<file path="src/rtl/onehot_decoder_seq.sv">
// -----------------------------------------------------------------------------
// onehot_decoder_seq
//
// Purpose:
//    Sequenced 4-to-16 one-hot decoder. It accepts a 4-bit line index over a
//    valid/ready handshake. It then drives the selected line of D for HOLD
//    cycles, and follows that with exactly one all-zero GAP cycle. Because of
//    the gap, D can feed a 16:1 priority encoder directly: consecutive codes
//    never overlap and never change from one nonzero code to another.
//
// Parameters:
//    HOLD      cycles D stays asserted per transaction (legal 1..255)
//
// Ports:
//    clk       input   1   single clock, rising edge
//    rst_n     input   1   synchronous active-low reset
//    in_valid  input   1   upstream request
//    in_idx    input   4   line index to assert
//    in_en     input   1   1: decode in_idx, 0: run the transaction with D=0
//    in_ready  output  1   high in IDLE only
//    D         output 16   one-hot (or all-zero) output, decoded from state
//    busy      output  1   high whenever not IDLE
//    done      output  1   one-cycle pulse in the GAP cycle
//    drop_cnt  output  8   saturating count of in_valid && !in_ready cycles
// -----------------------------------------------------------------------------
module onehot_decoder_seq #(
   parameter int unsigned HOLD = 4
) (
   input  logic        clk,
   input  logic        rst_n,
   input  logic        in_valid,
   input  logic [3:0]  in_idx,
   input  logic        in_en,
   output logic        in_ready,
   output logic [15:0] D,
   output logic        busy,
   output logic        done,
   output logic [7:0]  drop_cnt
);

   localparam int unsigned CW = $clog2(HOLD + 1);
   localparam logic [CW-1:0] HOLD_M1 = CW'(HOLD - 1);

   typedef enum logic [1:0] {
      S_IDLE  = 2'd0,
      S_DRIVE = 2'd1,
      S_GAP   = 2'd2
   } state_t;

   state_t        r_state;
   state_t        w_state_next;
   logic [CW-1:0] r_cnt;
   logic [3:0]    r_idx;
   logic          r_en;
   logic [7:0]    r_drop_cnt;

   logic          w_accept;
   logic          w_drive;
   logic          w_ready;
   logic [15:0]   w_d;

   // Handshake outputs depend on state only, never on the inputs.
   assign w_ready  = (r_state == S_IDLE);
   assign w_accept = in_valid && w_ready;
   assign w_drive  = (r_state == S_DRIVE);

   // -------------------------------------------------------------------------
   // State register
   // -------------------------------------------------------------------------
   always_ff @(posedge clk) begin
      if (!rst_n) begin
         r_state <= S_IDLE;
      end else begin
         r_state <= w_state_next;
      end
   end

   // -------------------------------------------------------------------------
   // Next-state logic
   // -------------------------------------------------------------------------
   always_comb begin
      w_state_next = r_state;
      case (r_state)
         S_IDLE: begin
            if (w_accept) begin
               w_state_next = S_DRIVE;
            end
         end
         S_DRIVE: begin
            // The counter is loaded with HOLD-1, so reaching zero marks the
            // last of the HOLD drive cycles.
            if (r_cnt == '0) begin
               w_state_next = S_GAP;
            end
         end
         S_GAP: begin
            w_state_next = S_IDLE;
         end
         default: begin
            w_state_next = S_IDLE;
         end
      endcase
   end

   // -------------------------------------------------------------------------
   // Hold counter and request latch. in_idx and in_en are sampled only on the
   // accept edge, so upstream may change them while a transaction runs.
   // -------------------------------------------------------------------------
   always_ff @(posedge clk) begin
      if (!rst_n) begin
         r_cnt <= '0;
         r_idx <= 4'h0;
         r_en  <= 1'b0;
      end else begin
         if (w_accept) begin
            r_cnt <= HOLD_M1;
            r_idx <= in_idx;
            r_en  <= in_en;
         end else if (w_drive && (r_cnt != '0)) begin
            r_cnt <= r_cnt - 1'b1;
         end
      end
   end

   // -------------------------------------------------------------------------
   // Drop counter: each cycle a request is presented but cannot be taken.
   // Requests are not queued. It saturates rather than wrapping.
   // -------------------------------------------------------------------------
   always_ff @(posedge clk) begin
      if (!rst_n) begin
         r_drop_cnt <= 8'h00;
      end else if (in_valid && !w_ready && (r_drop_cnt != 8'hFF)) begin
         r_drop_cnt <= r_drop_cnt + 8'h01;
      end
   end

   // -------------------------------------------------------------------------
   // One-hot decode. Each line compares against its own index, so at most one
   // bit can be high. The whole word is gated by DRIVE, which makes the GAP
   // and IDLE cycles all-zero.
   // -------------------------------------------------------------------------
   generate
      for (genvar gi = 0; gi < 16; gi++) begin : g_line
         assign w_d[gi] = w_drive && r_en && (r_idx == 4'(gi));
      end
   endgenerate

   assign D        = w_d;
   assign in_ready = w_ready;
   assign busy     = (r_state != S_IDLE);
   assign done     = (r_state == S_GAP);
   assign drop_cnt = r_drop_cnt;

endmodule

</file>
<file path="config.mk">
export PLATFORM = sky130hd
export DESIGN_NAME = onehot_decoder_seq
export DESIGN_NICKNAME = d
export VERILOG_FILES = /design/src/rtl/onehot_decoder_seq.sv
export SDC_FILE = /design/constraint.sdc
export NUM_CORES = 1
export LEC_CHECK = 0
export ABC_CLOCK_PERIOD_IN_PS = 1850
export BUFFER_PORTS_ARGS = -buffer_cell sky130_fd_sc_hd__buf_4
export CORE_MARGIN = 2
export CORE_UTILIZATION = 39
export DETAILED_ROUTE_END_ITERATION = 10
export PLACE_DENSITY = 0.68
export SLEW_MARGIN = 20
export SYNTH_ARGS = -nofsm -noshare
export SYNTH_HDL_FRONTEND = slang
export SYNTH_SLANG_ARGS = --single-unit
</file>
<file path="constraint.sdc">
create_clock -name clk -period 1.85 [get_ports clk]
set_clock_uncertainty 0.15 [all_clocks]
set_input_delay 0.37 -clock clk [delete_from_list [all_inputs] [get_ports clk]]
set_output_delay 0.37 -clock clk [all_outputs]
set_load 0.02 [all_outputs]
</file>
==> results.py <==
metrics = {
    "synthesis": {
        "ys.flop_type": "dfxtp_1",
        "postSynth.asyncResetShare": 0,
        "synth_fp_nets": 134,
        "synth_mux_area_frac": 0.0109,
        "yosysTopAreaCell": "dfxtp_1",
        "synth-edff-count": 0,
        "synth_compound_area_frac": 0.148,
        "ys.warnings.count": 0,
        "synthAdderAreaFrac": 0.0410,
        "synth_area_um2": 916,
        "yosys.area_share.simple": 0.350,
        "synthTopCellsByArea": "dfxtp_1 39%, nor2_1 9.8%, nand2_1 7.8%",
        "synth_top_family_by_area": "simple AND/OR/NAND/NOR gates",
        "synth_area_per_cell_um2": 7.45,
        "ys_types": 33,
        "ys_ff_latch": 18,
        "yosysSeqAreaShare": 0.393,
        "synth_top_area_share": 0.393,
        "synth_xor_area_frac": 0.0191,
        "synthCells": 123,
    },
    "sta": {
        "hold_ws_ns": 0.141,
        "grt_setup_unrepaired": "yes",
        "setup_viol": 4,
        "fmax_ghz": 0.535,
        "final.setup.worst_slack_ns": -0.0205,
        "max_slew_margin": 0.662,
        "post-route-min-period_ns": 1.87,
        "worst_pin_slew_ns": 0.506,
        "slew_violations": 0,
        "finalHoldViolCount": 0,
        "period_share": 1.01,
    },
    "clocking": {
        "numCtsBuffers": 3,
        "cts_sinks": 18,
        "clock-root-buffer": "clkbuf_4",
        "cts_buffer_depth": 2,
        "clkSlewWorstSetupHoldPaths_ns": 0.11,
        "cts_tree": "done",
        "clock_latency_ns": 0.30,
        "cts_max_level": 1,
    },
    "drt": {
        "ant_nets": 0,
        "drc_errors": 0,
        "vias": 1005,
        "drt-initial-drc-count": 9,
        "wl_mm": 2.38,
        "firstDrtPassIters": 4,
        "viasPerCell": 5.21,
        "wl_per_cell_um": 12.3,
    },
    "critical_path": {
        "reg2reg_depth": 6,
        "required_ns": 1.33,
        "worstPathMaxFanout": 6,
        "crit_arrival_ns": 1.35,
        "cpPeakStageDelay_ns": 0.39,
        "worst_setup_path_start_kind": "flip-flop",
        "cp_cell_sequence": "nand2_2 -> nor2_2 -> nand2_2 -> nor3_1 -> buf_4",
        "r2r_slack_ns": 0.12,
        "r2r_start": "r_cnt[0]",
        "path_class": "reg -> out",
        "cp_slowest_cell": "dfxtp_4",
        "r2r_end": "r_cnt[2]",
        "critPathLaunch": "r_state[0]",
        "timing.critical_path.mode_cell": "nand2_2",
        "end_kind": "primary output",
    },
    "min_path": {
        "hp-class": "in -> reg",
        "worstHoldPathCells": 2,
        "hp-start": "rst_n",
        "hold_end": "r_cnt[1]",
    },
    "floorplanning": {
        "initial_core_util": 0.414,
        "dieArea_um2": 2750,
        "pin_count": 35,
        "die_w_um": 52.5,
        "coreArea_um2": 2210,
        "std_cell_rows": 17,
        "die-height_um": 52.5,
    },
    "global_route": {
        "grt-ovfl-total": 0,
        "antenna_found_initial": 0,
        "grt_max_degree": 16,
        "grt_pass1_wl_mm": 3.73,
        "first_global_vias": 861,
        "track_usage": 0.181,
    },
    "final_layout": {
        "nFillCells": 214,
        "fin_nets": 177,
        "mostFrequentLayoutCells": "41 x buf_4, 21 x nor2_1, 16 x nand2_1",
        "num_antenna_cells": 0,
        "drive_above_1_share": 0.388,
        "final_util": 0.611,
        "final_common_cell": "buf_4",
        "syn2layout_area_growth_pct": 47.7,
    },
    "placement": {
        "hpwl_mm": 1.72,
        "portBuffers": 34,
        "place.gp.congestion": 0.789,
        "dpl_worst_slack_ns": 0.0477,
    },
    "power_and_ir_drop": {
        "power.density_nw_per_um2": 631,
        "p_total_w": 0.000853,
        "vdd_ir_drop_max_v": 0.000428,
        "p_leak_nw": 0.578,
    },
    "outcome": {
        "violations": "negative setup slack",
        "status": "complete, but fails checks",
    },
    "run": {
        "maxCapViolations": 0,
    },
}
sequential cells by signal (all words and copies together) (netlist names):
| register | flops |
|---|---|
| drop_cnt | 8 |
| r_en | 1 |
| r_state | 2 |
| r_cnt | 3 |
| r_idx | 4 |
critical path: cells and delay by family, from the launching register on:
kind          cells  cell delay, ns
simple gates      4            0.49
flops             1            0.39
buf+inv           1            0.17
layout make-up:
class,count,area [um^2],share of cell area
Sequential cell,18,373,0.276
Clock buffer,4,36.3,0.0268
Tap cell,28,35.0,0.0259
Timing Repair Buffer,42,319,0.236
Multi-Input combinational cell,96,571,0.422
Inverter,5,18.8,0.0139
repair_timing:
action / CTS / global route
hold buffers: 0 / 0
gates cloned: 0 / 0
setup endpoints to repair: 16 / 17
buffers inserted: 4 / 2
gates resized for setup: 8 / 15
pin swaps: 4 / 12
worst max-delay path by stage:
stage          cells past startpoint  endpoint
2_1_floorplan                      5      D[0]
3_3_place_gp                       6  r_cnt[2]
3_5_place_dp                       6  r_cnt[2]
4_1_cts                            4      D[2]
5_1_grt                            5      D[1]
6_report                           5      D[1]
synthesized netlist by cell type (2+ instances only):
library cell and n:
a21oi_1 11, clkbuf_1 3, dfxtp_1 18, ha_1 3, inv_1 5, nand2_1 19
nand2b_1 2, nand3_1 2, nand4_1 3, nor2_1 24, nor2b_1 2, nor3_1 8
o21a_1 2, o21ai_0 2
kinds of logic (layout without fill, tap and decap cells):
family / Yosys count / count (layout)
XOR/XNOR: 2 / 2
flip-flops: 18 / 18
AND/OR/NAND/NOR: 68 / 68
multiplexers: 1 / 1
AO/OA/AOI/OAI: 22 / 22
adder cells (fa/ha/maj): 3 / 3
buffers and inverters: 9 / 51
stage by stage:
step                cells  TNS (ns)  cell area (um^2)
CTS                   191   -0.0889              1290
finish                193   -0.0432              1350
global route          193     -1.28              1350
detailed placement    183         0              1200
floorplan             123         0               916
global placement      183         0              1200
report_power, final:
part | switching, W | internal (W) | leakage [nW] | total (W)
Sequential | 0.0000255 | 0.000410 | 0.150 | 0.000436
Combinational | 0.0000925 | 0.0000814 | 0.408 | 0.000174
Clock | 0.000123 | 0.000120 | 0.0210 | 0.000243
Total | 0.000241 | 0.000612 | 0.578 | 0.000853
per-layer routing:
metal	track usage	vias to the layer above	part of all wire
met5	0	-	0
met4	0.0769	0	0.016
met3	0.0286	5	0.076
met2	0.308	45	0.48
met1	0.223	451	0.43
li1	-	504	-
Power figures use the tool's default switching activity.
